## config.mk

```make
export PLATFORM = sky130hd
export DESIGN_NAME = exe_divider
export DESIGN_NICKNAME = d
export VERILOG_FILES = /design/src/rtl/exe_divider.sv
export SDC_FILE = /design/constraint.sdc
export NUM_CORES = 1
export LEC_CHECK = 0
export CAP_MARGIN = 15
export CELL_PAD_IN_SITES_DETAIL_PLACEMENT = 0
export CELL_PAD_IN_SITES_GLOBAL_PLACEMENT = 1
export CORE_MARGIN = 2
export CORE_UTILIZATION = 52
export DETAILED_ROUTE_END_ITERATION = 12
export DONT_BUFFER_PORTS = 1
export GPL_ROUTABILITY_DRIVEN = 0
export PLACE_DENSITY = 0.9
export SYNTH_ARGS = -nofsm -noshare
export SYNTH_HDL_FRONTEND = slang
export SYNTH_SLANG_ARGS = --single-unit
export TNS_END_PERCENT = 50
```

## constraint.sdc

```tcl
create_clock -name clk -period 4.4 [get_ports clk]
set_clock_uncertainty 0.1 [all_clocks]
set_input_delay 1.32 -clock clk [delete_from_list [all_inputs] [get_ports clk]]
set_output_delay 1.32 -clock clk [all_outputs]
set_load 0.01 [all_outputs]
```

## src/rtl/exe_divider.sv

```systemverilog
// Iterative restoring divider (DIV/DIVU) for the execute stage: one quotient bit per
// cycle, operands in and quotient/remainder out over valid/ready handshakes.
module exe_divider #(
  parameter int WIDTH = 32
) (
  input  logic             clk,
  input  logic             resetn,
  input  logic             div_valid,
  output logic             div_ready,
  input  logic             div_signed,
  input  logic [WIDTH-1:0] div_x,
  input  logic [WIDTH-1:0] div_y,
  input  logic             cancel,
  output logic             res_valid,
  input  logic             res_ready,
  output logic [WIDTH-1:0] quotient,
  output logic [WIDTH-1:0] remainder,
  output logic             busy,
  output logic [1:0]       dbg_state
);

  // Handshakes: a transfer happens on any rising edge where valid & ready are both high;
  // the producer holds its data stable until then, and ready never depends on valid.

  localparam int CW = $clog2(WIDTH + 1);

  typedef enum logic [1:0] {
    IDLE = 2'd0,
    CALC = 2'd1,
    DONE = 2'd2
  } state_t;

  state_t           state_q, state_d;
  logic [WIDTH-1:0] x_q, x_d;
  logic [WIDTH-1:0] y_q, y_d;
  logic [WIDTH-1:0] q_q, q_d;
  logic [WIDTH-1:0] r_q, r_d;
  logic [WIDTH-1:0] quot_q, quot_d;
  logic [WIDTH-1:0] rem_q, rem_d;
  logic [CW-1:0]    cnt_q, cnt_d;
  logic             qneg_q, qneg_d;
  logic             rneg_q, rneg_d;
  logic [WIDTH:0]   r_shift;

  always_comb begin
    state_d = state_q;
    x_d     = x_q;
    y_d     = y_q;
    q_d     = q_q;
    r_d     = r_q;
    quot_d  = quot_q;
    rem_d   = rem_q;
    cnt_d   = cnt_q;
    qneg_d  = qneg_q;
    rneg_d  = rneg_q;
    r_shift = {r_q, x_q[WIDTH-1]};

    case (state_q)
      IDLE: begin
        if (div_valid && !cancel) begin
          x_d    = (div_signed && div_x[WIDTH-1]) ? -div_x : div_x;
          y_d    = (div_signed && div_y[WIDTH-1]) ? -div_y : div_y;
          // A zero divisor must leave the all-ones quotient uncorrected.
          qneg_d = div_signed && (div_x[WIDTH-1] ^ div_y[WIDTH-1]) && (|div_y);
          rneg_d = div_signed && div_x[WIDTH-1];
          q_d    = '0;
          r_d    = '0;
          cnt_d  = '0;
          state_d = CALC;
        end
      end
      CALC: begin
        if (cnt_q == CW'(WIDTH)) begin
          quot_d  = qneg_q ? -q_q : q_q;
          rem_d   = rneg_q ? -r_q : r_q;
          state_d = DONE;
        end else begin
          x_d = {x_q[WIDTH-2:0], 1'b0};
          if (r_shift >= {1'b0, y_q}) begin
            r_d = WIDTH'(r_shift - {1'b0, y_q});
            q_d = {q_q[WIDTH-2:0], 1'b1};
          end else begin
            r_d = r_shift[WIDTH-1:0];
            q_d = {q_q[WIDTH-2:0], 1'b0};
          end
          cnt_d = cnt_q + CW'(1);
        end
      end
      DONE: begin
        if (res_ready) state_d = IDLE;
      end
      default: state_d = IDLE;
    endcase

    if (cancel) state_d = IDLE;
  end

  always_ff @(posedge clk) begin
    if (!resetn) begin
      state_q <= IDLE;
      x_q     <= '0;
      y_q     <= '0;
      q_q     <= '0;
      r_q     <= '0;
      quot_q  <= '0;
      rem_q   <= '0;
      cnt_q   <= '0;
      qneg_q  <= 1'b0;
      rneg_q  <= 1'b0;
    end else begin
      state_q <= state_d;
      x_q     <= x_d;
      y_q     <= y_d;
      q_q     <= q_d;
      r_q     <= r_d;
      quot_q  <= quot_d;
      rem_q   <= rem_d;
      cnt_q   <= cnt_d;
      qneg_q  <= qneg_d;
      rneg_q  <= rneg_d;
    end
  end

  assign div_ready = (state_q == IDLE) && resetn;
  assign res_valid = (state_q == DONE);
  assign busy      = (state_q == CALC) || (state_q == DONE);
  assign quotient  = quot_q;
  assign remainder = rem_q;
  assign dbg_state = state_q;

endmodule

```

======== After elaboration in Yosys (flattened, before gate mapping) ========
Cells that the tools add are included.
storage, ports and cells
  register bits after elaboration ......... 202
  bits of input ports ..................... 70
  output and inout port bits .............. 69
  word-level logic and storage cells ...... 63
cells by class
  add/sub/neg operators ................... 6
  order comparisons ....................... 1
  equal/unequal tests ..................... 7
  multiplexer cells ....................... 21
  bitwise logic cells ..................... 2
  reductions and logical operators ........ 16
operators with widths
  operator               number
  $mux W32               10
  $pmux W32 S2           3
  $neg A32 Y32           4
  $ge A33 B32 Y1         1
  $reduce_or A32 Y1      1
  $sub A32 B32 Y32       1
  $mux W6                2
  $pmux W6 S2            1
  $add A6 B1 Y6 const B  1
  $eq A6 B6 Y1 const B   1
  $logic_and A1 B1 Y1    6
  $mux W2                3
  $ne A2 B2 Y1 const B   3
  $pmux W2 S3            1
  $reduce_and A3 Y1      2
  $reduce_and A2 Y1      2
  $eq A2 B1 Y1 const B   1
  $eq A2 B2 Y1 const B   1
  $logic_not A2 Y1       1
  $ne A2 B1 Y1 const B   1
  $reduce_bool A2 Y1     1
  $reduce_or A2 Y1       1
  $logic_not A1 Y1       1
  $logic_or A1 B1 Y1     1
  other kinds (3)        3

======== Longest topological paths before layout ========
Gate-level depths: netlist of run 1.
  depth in word-level cells ............... 4
  depth in mapped cells ................... 13
  mapped depth without buffers ............ 12

======== Worst setup path after synthesis of run 1 ========
Ideal clock, no wire load.
  path kind ............................... input port to flip-flop
  start ................................... input div_y[8]
  end ..................................... register y_q[27]
  setup time .............................. 86 ps
  arrival ................................. 3286 ps
  data required time ...................... 4214 ps
  slack ................................... 929 ps
  cell stages on the path ................. 8
  path buffers ............................ 0
  cell sequence ........................... or4_1 > or3_4 > nor3_4 > nand4_1 > o41ai_2 > xnor2_1 > nor2_1 > a211oi_1
on the way
  word-level cells in the longest chain between the ends .. 2
RTL lines
  item                  line  source
  start, declared       12    input logic [WIDTH-1:0] div_y,
  $neg A32 Y32          62    y_d = (div_signed && div_y[WIDTH-1]) ? -div_y : div_y;
  $mux W32              62
  end signal, assigned  113   y_q <= y_d;
  end, declared         35    logic [WIDTH-1:0] y_q, y_d;
Every way passes these cells.
A chain may end at the register's enable or synchronous reset.

======== Worst setup path after layout of run 1 ========
  start ................................... register r_q[2]
  end ..................................... register r_q[16]
on the way
  word-level cells in the longest chain between the ends .. 4
  elaborated cells on any way between the ends .. 5
  classes of those cells .................. 1 x add/sub; 1 x order compare; 3 x mux
RTL lines
  item                                                       line    source
  start, declared                                            37      logic [WIDTH-1:0] r_q, r_d;
  start signal, assigned                                     115     r_q <= r_d;
  $sub A32 B32 Y32 / $ge A33 B32 Y1 (equally long branches)  80, 79
  $mux W32 (*)                                               79      if (r_shift >= {1'b0, y_q}) begin
  $mux W32 (*)                                               73      if (cnt_q == CW'(WIDTH)) begin
  $pmux W32 S2 (*)                                           58      case (state_q)
Every way passes the cells marked *; elsewhere a longest branch is shown, timed or not. The select of a mux whose other input is x is not followed.

==> flow_metrics.env, run 1 <==
export IMPL_setup_viol=0
export IMPL_grt_max_degree=127
export IMPL_post_cts_resize_count=0
export IMPL_final_util_pct=57.4
export IMPL_grt_ovfl_total=0
export IMPL_yosys_warnings=0
export IMPL_ir_drop_mv=0.193
export IMPL_via_per_inst=5.88
export IMPL_io_buffers=0
export IMPL_synth_top_area_share_pct=33.7
export IMPL_cts_tree="built"
export IMPL_finalInstanceArea_um2=13000
export IMPL_placed_area_um2=12100
export IMPL_dieHeight_um=156
export IMPL_required_ns=4.67
export IMPL_critPathBufInv=1
export IMPL_dpl_worst_slack_ns=0.596
export IMPL_status="finished clean"
export IMPL_rsz0062_at_grt="no"
export IMPL_diodes=0
export IMPL_area_growth_pct=8.08
export IMPL_synth_edf_count=0
export IMPL_drv_cap=0
export IMPL_start_util_pct=53.1
export IMPL_cts_reportedPaths_clkPinSlew_ns=0.06
export IMPL_worst_pin_slew_ns=1.14
export IMPL_grt_antenna_before_repair=0
export IMPL_p_leak_nw=4.87
export IMPL_coreArea_um2=22600
export IMPL_num_vias=10419
export IMPL_ios=139
export IMPL_grt_usage_pct=22.7
export IMPL_fin_setup_tns_ns=0
export IMPL_grt_pass1_vias=9305
export IMPL_clock_path_buffers=3
export IMPL_die_width_um=156
export IMPL_synth_cell_types=72
export IMPL_place_hpwl_um=20400
export IMPL_path_class="flop to flop"
export IMPL_path_max_fanout=20
export IMPL_nets=1582
export IMPL_setup_worst_path_end_class="flop"
export IMPL_crit_chain="ha_1 > a21oi_1 > nor3b_1 > a21oi_1 > o21ai_0 > nand3_1 > a21oi_4 > buf_4 > mux2i_1 > o21ai_0"
export IMPL_place_inst=1730
export IMPL_floorplan_rows=55
export IMPL_min_period_ns=3.58
export IMPL_synth_area_um2=12000
export IMPL_cpPeakStageDelay_ns=0.54
export IMPL_wire_per_inst_um=16.1
export IMPL_critPathArrivalTime_ns=3.84
export IMPL_synth_ff_type="dfxtp_1"
export IMPL_cts_buffers_inserted=23
export IMPL_report_final_hold_viol_count=0
export IMPL_drcViolationCount=0
export IMPL_finalCritPeriodShare_pct=81.3
export IMPL_final_common_cell="dfxtp_1"
export IMPL_synth_nets=1638
export IMPL_final_cell_mix="dfxtp_1, nand2_1, nor2_1"
export IMPL_cts_root_buffer_cell="clkbuf_16"
export IMPL_synth_top_area_cell="dfxtp_1"
export IMPL_p_per_area_nw_per_um2=352
export IMPL_cts_sinks=202
export IMPL_slowest_stage="dfxtp_1"
export IMPL_cpLargestDelayFamily="compound AO/OA/AOI/OAI gates"
export IMPL_layout_drive_gt1_share_pct=5.79
export IMPL_firstDrtPassIters=5
export IMPL_ant_nets=0
export IMPL_cts_hold_fix_buffers=0
export IMPL_post_cts_repair_setup_buffers=0
export IMPL_clk_latency_ns=0.53
export IMPL_stdcell_count=1771
export IMPL_first_iter_violations=538
export IMPL_die_area_um2=24300
export IMPL_synth_seq_cells=202
export IMPL_grt_first_pass_wirelength_um=46500
export IMPL_h_tree_depth=1
export IMPL_hp_class="flop to flop"
export IMPL_slew_viol_final=0
export IMPL_ys_seq_area_share_pct=33.7
export IMPL_wl_um=28500
export IMPL_fmax_mhz=280
export IMPL_worstSetupStartpointType="flop"
export IMPL_syn_avg_cell_area_um2=7.87
export IMPL_timing_final_ws_setup_ns=0.823
export IMPL_synthArstFlopShare_pct=0
export IMPL_relSlewSlack_pct=23.8
export IMPL_synth_area_leaders="dfxtp_1, xor2_1, a21oi_1, nand2_1, a211oi_1"
export IMPL_postSynthCellCount=1526
## area by class of cell
cell class                 count  area, um2
clock buffer                  33        673
clock inverter                 8        185
fill                        2091       9650
inverter                      58        220
multi-input combinational   1170       7380
sequential                   202       4040
tap                          285        357
timing repair buffer          15        125
## tightest hold or removal path: cells and delay by family (launching register included)
kind	cells	cell delay, ns
compound gates	1	0.05
flops	1	0.31
simple gates	1	0.05
## worst paths after layout
path         slack [ns]                   end  depth (start not counted)                  from
max                0.82  r_q[16]$_SDFFE_PN0P_                         10   r_q[2]$_SDFFE_PN0P_
min                0.35  x_q[19]$_SDFFE_PN0P_                          2  x_q[19]$_SDFFE_PN0P_
max reg2reg        0.82  r_q[16]$_SDFFE_PN0P_                         10   r_q[2]$_SDFFE_PN0P_
min reg2reg        0.35  x_q[19]$_SDFFE_PN0P_                          2  x_q[19]$_SDFFE_PN0P_
## state kept, by name, indices dropped and copies added (netlist names)
name,cells
cnt_q,6
dbg_state,2
q_q,32
qneg_q,1
quotient,32
r_q,32
remainder,32
rneg_q,1
x_q,32
y_q,32
## routing by layer
layer	global-route usage [%]	vias up	part of all wire [%]
li1	-	5372	-
met3	3.89	30	6.9
met5	0	-	0
met2	33.2	279	41
met4	4.89	0	1.5
met1	34.7	4738	51
## logic make-up (layout without fill, tap and decap cells)
family	after synthesis	count (layout)	share of synthesized area, %
AND/OR/NAND/NOR	499	499	19.8
AO/OA/AOI/OAI	462	462	24.5
multiplexers	26	26	2.17
buffers and inverters	154	114	5.19
adder cells (fa/ha/maj)	42	42	4.44
XOR/XNOR	141	141	10.3
flip-flops	202	202	33.7
## synthesized netlist by cell type (4+ instances only)
cell type	count
dfxtp_1	202
nand2_1	167
nor2_1	149
a21oi_1	132
o21ai_0	118
xor2_1	97
a211oi_1	81
clkbuf_1	78
inv_1	58
nand3_1	58
xnor2_1	44
ha_1	41
o31ai_1	35
mux2i_1	26
or3_1	17
nor3_1	14
o211ai_1	14
nand4_1	13
nor4_1	13
a32oi_1	12
a21o_1	11
o41ai_1	11
nor2b_1	10
and3_1	8
buf_1	8
o21a_1	8
or4_1	8
a31oi_1	6
nand2b_1	6
and2_1	5
o21bai_1	5
or2_2	5
nor3b_1	4
## where the power goes
group | internal (mW) | leakage, nW | total (mW) | switching [mW]
registers | 1.88 | 1.64 | 1.90 | 0.0263
logic | 0.197 | 2.82 | 0.527 | 0.331
clock network | 1.36 | 0.412 | 2.14 | 0.781
total | 3.43 | 4.87 | 4.57 | 1.14
## metrics by stage
step / power (mW) / hold WS [ns]
after floorplan: 2.36 / 0.332
after global placement: 2.46 / 0.341
after detailed placement: 2.47 / 0.347
after CTS: 4.61 / 0.355
after global routing: 4.75 / 0.369
final: 4.57 / 0.355
(Power assumes the default switching activity.)
==> run 2, diff against run 1 <==
--- a/config.mk
+++ b/config.mk
@@ -9,11 +9,11 @@
 export CELL_PAD_IN_SITES_DETAIL_PLACEMENT = 0
 export CELL_PAD_IN_SITES_GLOBAL_PLACEMENT = 1
 export CORE_MARGIN = 2
-export CORE_UTILIZATION = 52
+export CORE_UTILIZATION = 48
 export DETAILED_ROUTE_END_ITERATION = 12
 export DONT_BUFFER_PORTS = 1
 export GPL_ROUTABILITY_DRIVEN = 0
-export PLACE_DENSITY = 0.9
+export PLACE_DENSITY = 0.85
 export SYNTH_ARGS = -nofsm -noshare
 export SYNTH_HDL_FRONTEND = slang
 export SYNTH_SLANG_ARGS = --single-unit
==> constraint.sdc (replaced) <==
create_clock -name clk -period 3.58 [get_ports clk]
set_clock_uncertainty 0.1 [all_clocks]
set_input_delay 1.074 -clock clk [delete_from_list [all_inputs] [get_ports clk]]
set_output_delay 1.074 -clock clk [all_outputs]
set_load 0.01 [all_outputs]
==> run 2 against run 1 <==
Die area is 8.1% higher. Routed wire length is 4.8% higher. Non-clock buffer count increased by 19. Fmax increased by 13%. Largest power group unchanged. Worst setup slack worse by 0.41 ns. Largest cell class unchanged. Global-route usage shrank 0.37 points. Critical endpoint is now r_q[30]$_SDFFE_PN0P_. Combinational power increased by 26%.
==> flow_metrics.env, run 2 (same netlist as run 1, synthesis figures left out) <==
export IMPL_cts_reportedPaths_clkPinSlew_ns=0.06
export IMPL_diodes=0
export IMPL_stdcell_count=1832
export IMPL_timing_final_ws_setup_ns=0.410
export IMPL_relSlewSlack_pct=29.5
export IMPL_cts_root_buffer_cell="clkbuf_16"
export IMPL_path_class="flop to flop"
export IMPL_ios=139
export IMPL_fin_setup_tns_ns=0
export IMPL_grt_antenna_before_repair=0
export IMPL_timing_reg2reg_setup_slack_ns=0.41
export IMPL_worstSetupStartpointType="flop"
export IMPL_status="finished clean"
export IMPL_grt_max_degree=128
export IMPL_grt_pass1_vias=9618
export IMPL_p_comb_share_pct=11.6
export IMPL_placed_area_um2=12300
export IMPL_finalCritPeriodShare_pct=88.5
export IMPL_r2r_cells=12
export IMPL_top_usage_layer="met1"
export IMPL_floorplan_rows=57
export IMPL_layout_drive_gt1_share_pct=7.10
export IMPL_first_iter_violations=699
export IMPL_via_per_inst=5.72
export IMPL_cts_sinks=202
export IMPL_p_leak_nw=5.00
export IMPL_grt_first_pass_wirelength_um=49200
export IMPL_nFillCells=2333
export IMPL_cts_tree="built"
export IMPL_drcViolationCount=0
export IMPL_report_final_hold_viol_count=0
export IMPL_post_cts_repair_setup_buffers=0
export IMPL_finalInstanceArea_um2=13200
export IMPL_wl_um=29900
export IMPL_required_ns=3.93
export IMPL_rsz0062_at_grt="no"
export IMPL_start_util_pct=49.1
export IMPL_place_hpwl_um=21300
export IMPL_setup_worst_path_end_class="flop"
export IMPL_die_width_um=162
export IMPL_die_area_um2=26300
export IMPL_firstDrtPassIters=5
export IMPL_ir_drop_mv=0.261
export IMPL_reg2reg_from="x_q[31]$_SDFFE_PN0P_"
export IMPL_dieHeight_um=162
export IMPL_min_to="x_q[4]$_SDFFE_PN0P_"
export IMPL_grt_use_met3_pct=4.39
export IMPL_p_per_area_nw_per_um2=432
export IMPL_h_tree_depth=1
export IMPL_cts_hold_fix_buffers=0
export IMPL_p_int_mw=4.30
export IMPL_grt_ovfl_total=0
export IMPL_path_max_fanout=4
export IMPL_critPathArrivalTime_ns=3.52
export IMPL_coreArea_um2=24500
export IMPL_startpoint="x_q[31]$_SDFFE_PN0P_"
export IMPL_multiInputGateArea_um2=7380
export IMPL_clk_latency_ns=0.52
export IMPL_drv_cap=0
export IMPL_grt_usage_pct=22.3
export IMPL_min_period_ns=3.17
export IMPL_post_cts_resize_count=0
export IMPL_p_seq_share_pct=41.0
export IMPL_power_share_switching_pct=24.8
export IMPL_final_common_cell="dfxtp_1"
export IMPL_timing_rr_end="r_q[30]$_SDFFE_PN0P_"
export IMPL_fmax_mhz=316
export IMPL_use_met1_pct=34.0
export IMPL_place_inst=1788
export IMPL_hp_class="flop to flop"
export IMPL_wire_per_inst_um=16.3
export IMPL_grt_use_met2_pct=32.6
export IMPL_dpl_worst_slack_ns=0.162
export IMPL_ant_nets=0
export IMPL_cts_buffers_inserted=24
export IMPL_timing_hold_ws_ns=0.354
export IMPL_final_cell_mix="dfxtp_1, nand2_1, nor2_1"
export IMPL_io_buffers=0
export IMPL_netSwitchingPower_mw=1.42
export IMPL_area_growth_pct=10.1
export IMPL_regArea_um2=4040
export IMPL_worstHoldStart="x_q[4]$_SDFFE_PN0P_"
export IMPL_num_vias=10475
export IMPL_worst_pin_slew_ns=1.06
export IMPL_min_path_cells=2
export IMPL_setup_viol=0
export IMPL_slew_viol_final=0
export IMPL_pwr_share_clk_pct=47.4
export IMPL_clock_path_buffers=3
export IMPL_nets=1602
## run 2: cell type report
cell class,instances,area share [%]
Clock buffer,35,5.39
Timing Repair Buffer,34,2.21
Clock inverter,9,1.31
Inverter,58,1.66
Sequential cell,202,30.6
Multi-Input combinational cell,1170,55.8
Tap cell,324,3.06
## run 2: critical path, stage by stage, from the launching register on
cell       delay, ns
dfxtp_1         0.31
inv_1           0.10
ha_1            0.17
inv_1           0.05
fa_1            0.40
a21o_1          0.20
a221oi_2        0.36
o21a_1          0.20
o31ai_1         0.13
a2111oi_2       0.51
nor2_1          0.10
a311o_1         0.37
o21ai_1         0.11
## run 2: stage by stage
step / total power [mW] / utilization, %
floorplan: 2.89 / -
global route: 5.96 / 54.1
global placement: 3.04 / 50.5
finish: 5.71 / 54.1
detailed placement: 3.05 / 50.5
CTS: 5.77 / 54.1
## run 2: power groups by stage
stage	sequential [mW]	combinational (mW)	clock, mW
detailed placement	2.39	0.657	0
floorplan	2.38	0.519	0
finish	2.34	0.663	2.71
global route	2.35	0.745	2.87
CTS	2.34	0.661	2.77
global placement	2.39	0.653	0
## run 2: metal layers
layer	routed length [um]	up-vias
li1	-	5413
met2	12100	269
met5	0	-
met4	378	0
met3	2250	30
met1	15200	4763
## run 2: worst max path at each step
| stage | cells past startpoint | slack (ns) | end |
|---|---|---|---|
| global placement | 7 | 0.24 | x_q[31]$_SDFFE_PN0P_ |
| floorplan | 8 | 0.35 | y_q[27]$_SDFFE_PN0P_ |
| global route | 12 | 0.19 | r_q[30]$_SDFFE_PN0P_ |
| finish | 12 | 0.41 | r_q[30]$_SDFFE_PN0P_ |
| CTS | 12 | 0.41 | r_q[30]$_SDFFE_PN0P_ |
| detailed placement | 7 | 0.16 | x_q[31]$_SDFFE_PN0P_ |
==> RTL change (config.mk and constraints of run 1) <==
Put one more register stage on the output `dbg_state`. The value now appears one clock later. The other outputs are not delayed to match.
--- a/src/rtl/exe_divider.sv
+++ b/src/rtl/exe_divider.sv
@@ -128,3 +128,5 @@
   assign remainder = rem_q;
-  assign dbg_state = state_q;
+  always_ff @(posedge clk) begin
+    dbg_state <= state_q;
+  end
 
Check against the original RTL: not equivalent (a bounded check fails within 4 cycles, from zero or initial values and one cycle with resetn low).
==> RTL change against run 1 <==
  * First-iteration DRC count up 26%
  * Critical path depth up 3
  * Worst setup slack better by 9.7 ps
  * Power up 0.20%
  * Highest routed layer unchanged
  * Sequential share of layout area down 0.63 points
  * Final area up 3.1%
  * Wire length up 2.2%
  * Maximum frequency up 0.27%
  * Combinational power down 6.1%
  * Sequential cell count up 2
  * Final cell count up 2.1%
  * Area after synthesis up 2.7%
==> RTL change: results (changes against run 1) <==
[status]
outcome = finished clean

[worst_setup_path]
r2r_cells = 13  ; +3
cp.arrival_ps = 3900  ; +60 ps
slowest_stage = a221oi_1
r2r_end = r_q[30]

[worst_hold_path]
worstHoldEndpoint = dbg_state[1]

[routing]
drt-initial-drc-count = 677  ; +26%
wl_per_cell_um = 16.11  ; about the same
vias = 10361  ; -0.56%

[global_route]
grt_util_met3_pct = 4.845  ; +0.96 points
grt_pass1_vias = 9495  ; +2.0%
use_met2_pct = 34.70  ; +1.5 points
grt.met1_usage_pct = 33.67  ; -0.99 points
grt_max_degree = 174  ; +37%

[clocking]
cts_inserted_buffers = 24  ; +4.3%
clkLatencyLatePin_ps = 510  ; -20 ps

[power_and_ir_drop]
p_sw_uw = 1087  ; -4.5%
seq_power_share_pct = 41.8  ; +0.2 points
comb_power_uw = 495  ; -6.1%
p_leak_uw = 0.005928  ; +22%

[placement]
dp_slack_ps = 485.5  ; -110.3 ps
place_hpwl_mm = 20.09  ; -1.3%

[synthesis]
synth_area_leaders = dfxtp_1 33%, nand2_1 8.5%, o211a_1 6.3%, xor2_1 6.3%, ha_1 4.2%
seq_area_frac_synth_pct = 33.10  ; -0.56 points

[layout]
fillers = 2237  ; +7.0%
drive_gt1_share_pct = 5.034  ; -0.75 points

-- RTL change: cell count changes after synthesis, sizes merged, moves of 8 or more --
| cell | before | now |
|---|---|---|
| nand2 | 167 | 279 |
| xor2 | 97 | 89 |
| o31ai | 36 | 27 |
| a211oi | 81 | 3 |
| nor2 | 149 | 50 |
| o21a | 8 | 16 |
| a21boi | 2 | 62 |
| or3 | 20 | 12 |
| a21oi | 132 | 65 |
| o211a | 2 | 78 |
| nor3 | 15 | 24 |
| and2 | 5 | 13 |
| xnor2 | 44 | 52 |
-- RTL change: layer usage --
layer / share of wire, % / vias up
li1: - / 5318
met1: 50 / 4761
met2: 42 / 244
met3: 7.0 / 38
met4: 1.6 / 0
met5: 0 / -
-- RTL change: how the worst max path moves through the flow --
stage	start	end	slack (ps)	depth (start not counted)
3_5_place_dp	div_x[0]	x_q[30]	490	11
6_report	x_q[31]	r_q[30]	830	13
4_1_cts	x_q[31]	r_q[30]	830	13
2_1_floorplan	resetn	div_ready	710	4
3_3_place_gp	div_x[0]	x_q[30]	530	11
5_1_grt	x_q[31]	r_q[30]	680	13
-- RTL change: logic make-up after synthesis --
| group | Yosys count | synth area share [%] |
|---|---|---|
| XOR/XNOR | 141 | 10.01 |
| AND/OR/NAND/NOR | 512 | 19.31 |
| adder cells (fa/ha/maj) | 42 | 4.320 |
| multiplexers | 26 | 2.109 |
| flip-flops | 204 | 33.10 |
| AO/OA/AOI/OAI | 449 | 26.12 |
| buffers and inverters | 162 | 5.040 |
-- RTL change: layout make-up --
type | count | area share [%]
Multi-Input combinational cell | 1170 | 57.23
Sequential cell | 204 | 30.51
Inverter | 60 | 1.683
Tap cell | 319 | 2.982
Clock inverter | 7 | 1.047
Timing Repair Buffer | 13 | 0.9721
Clock buffer | 36 | 5.580
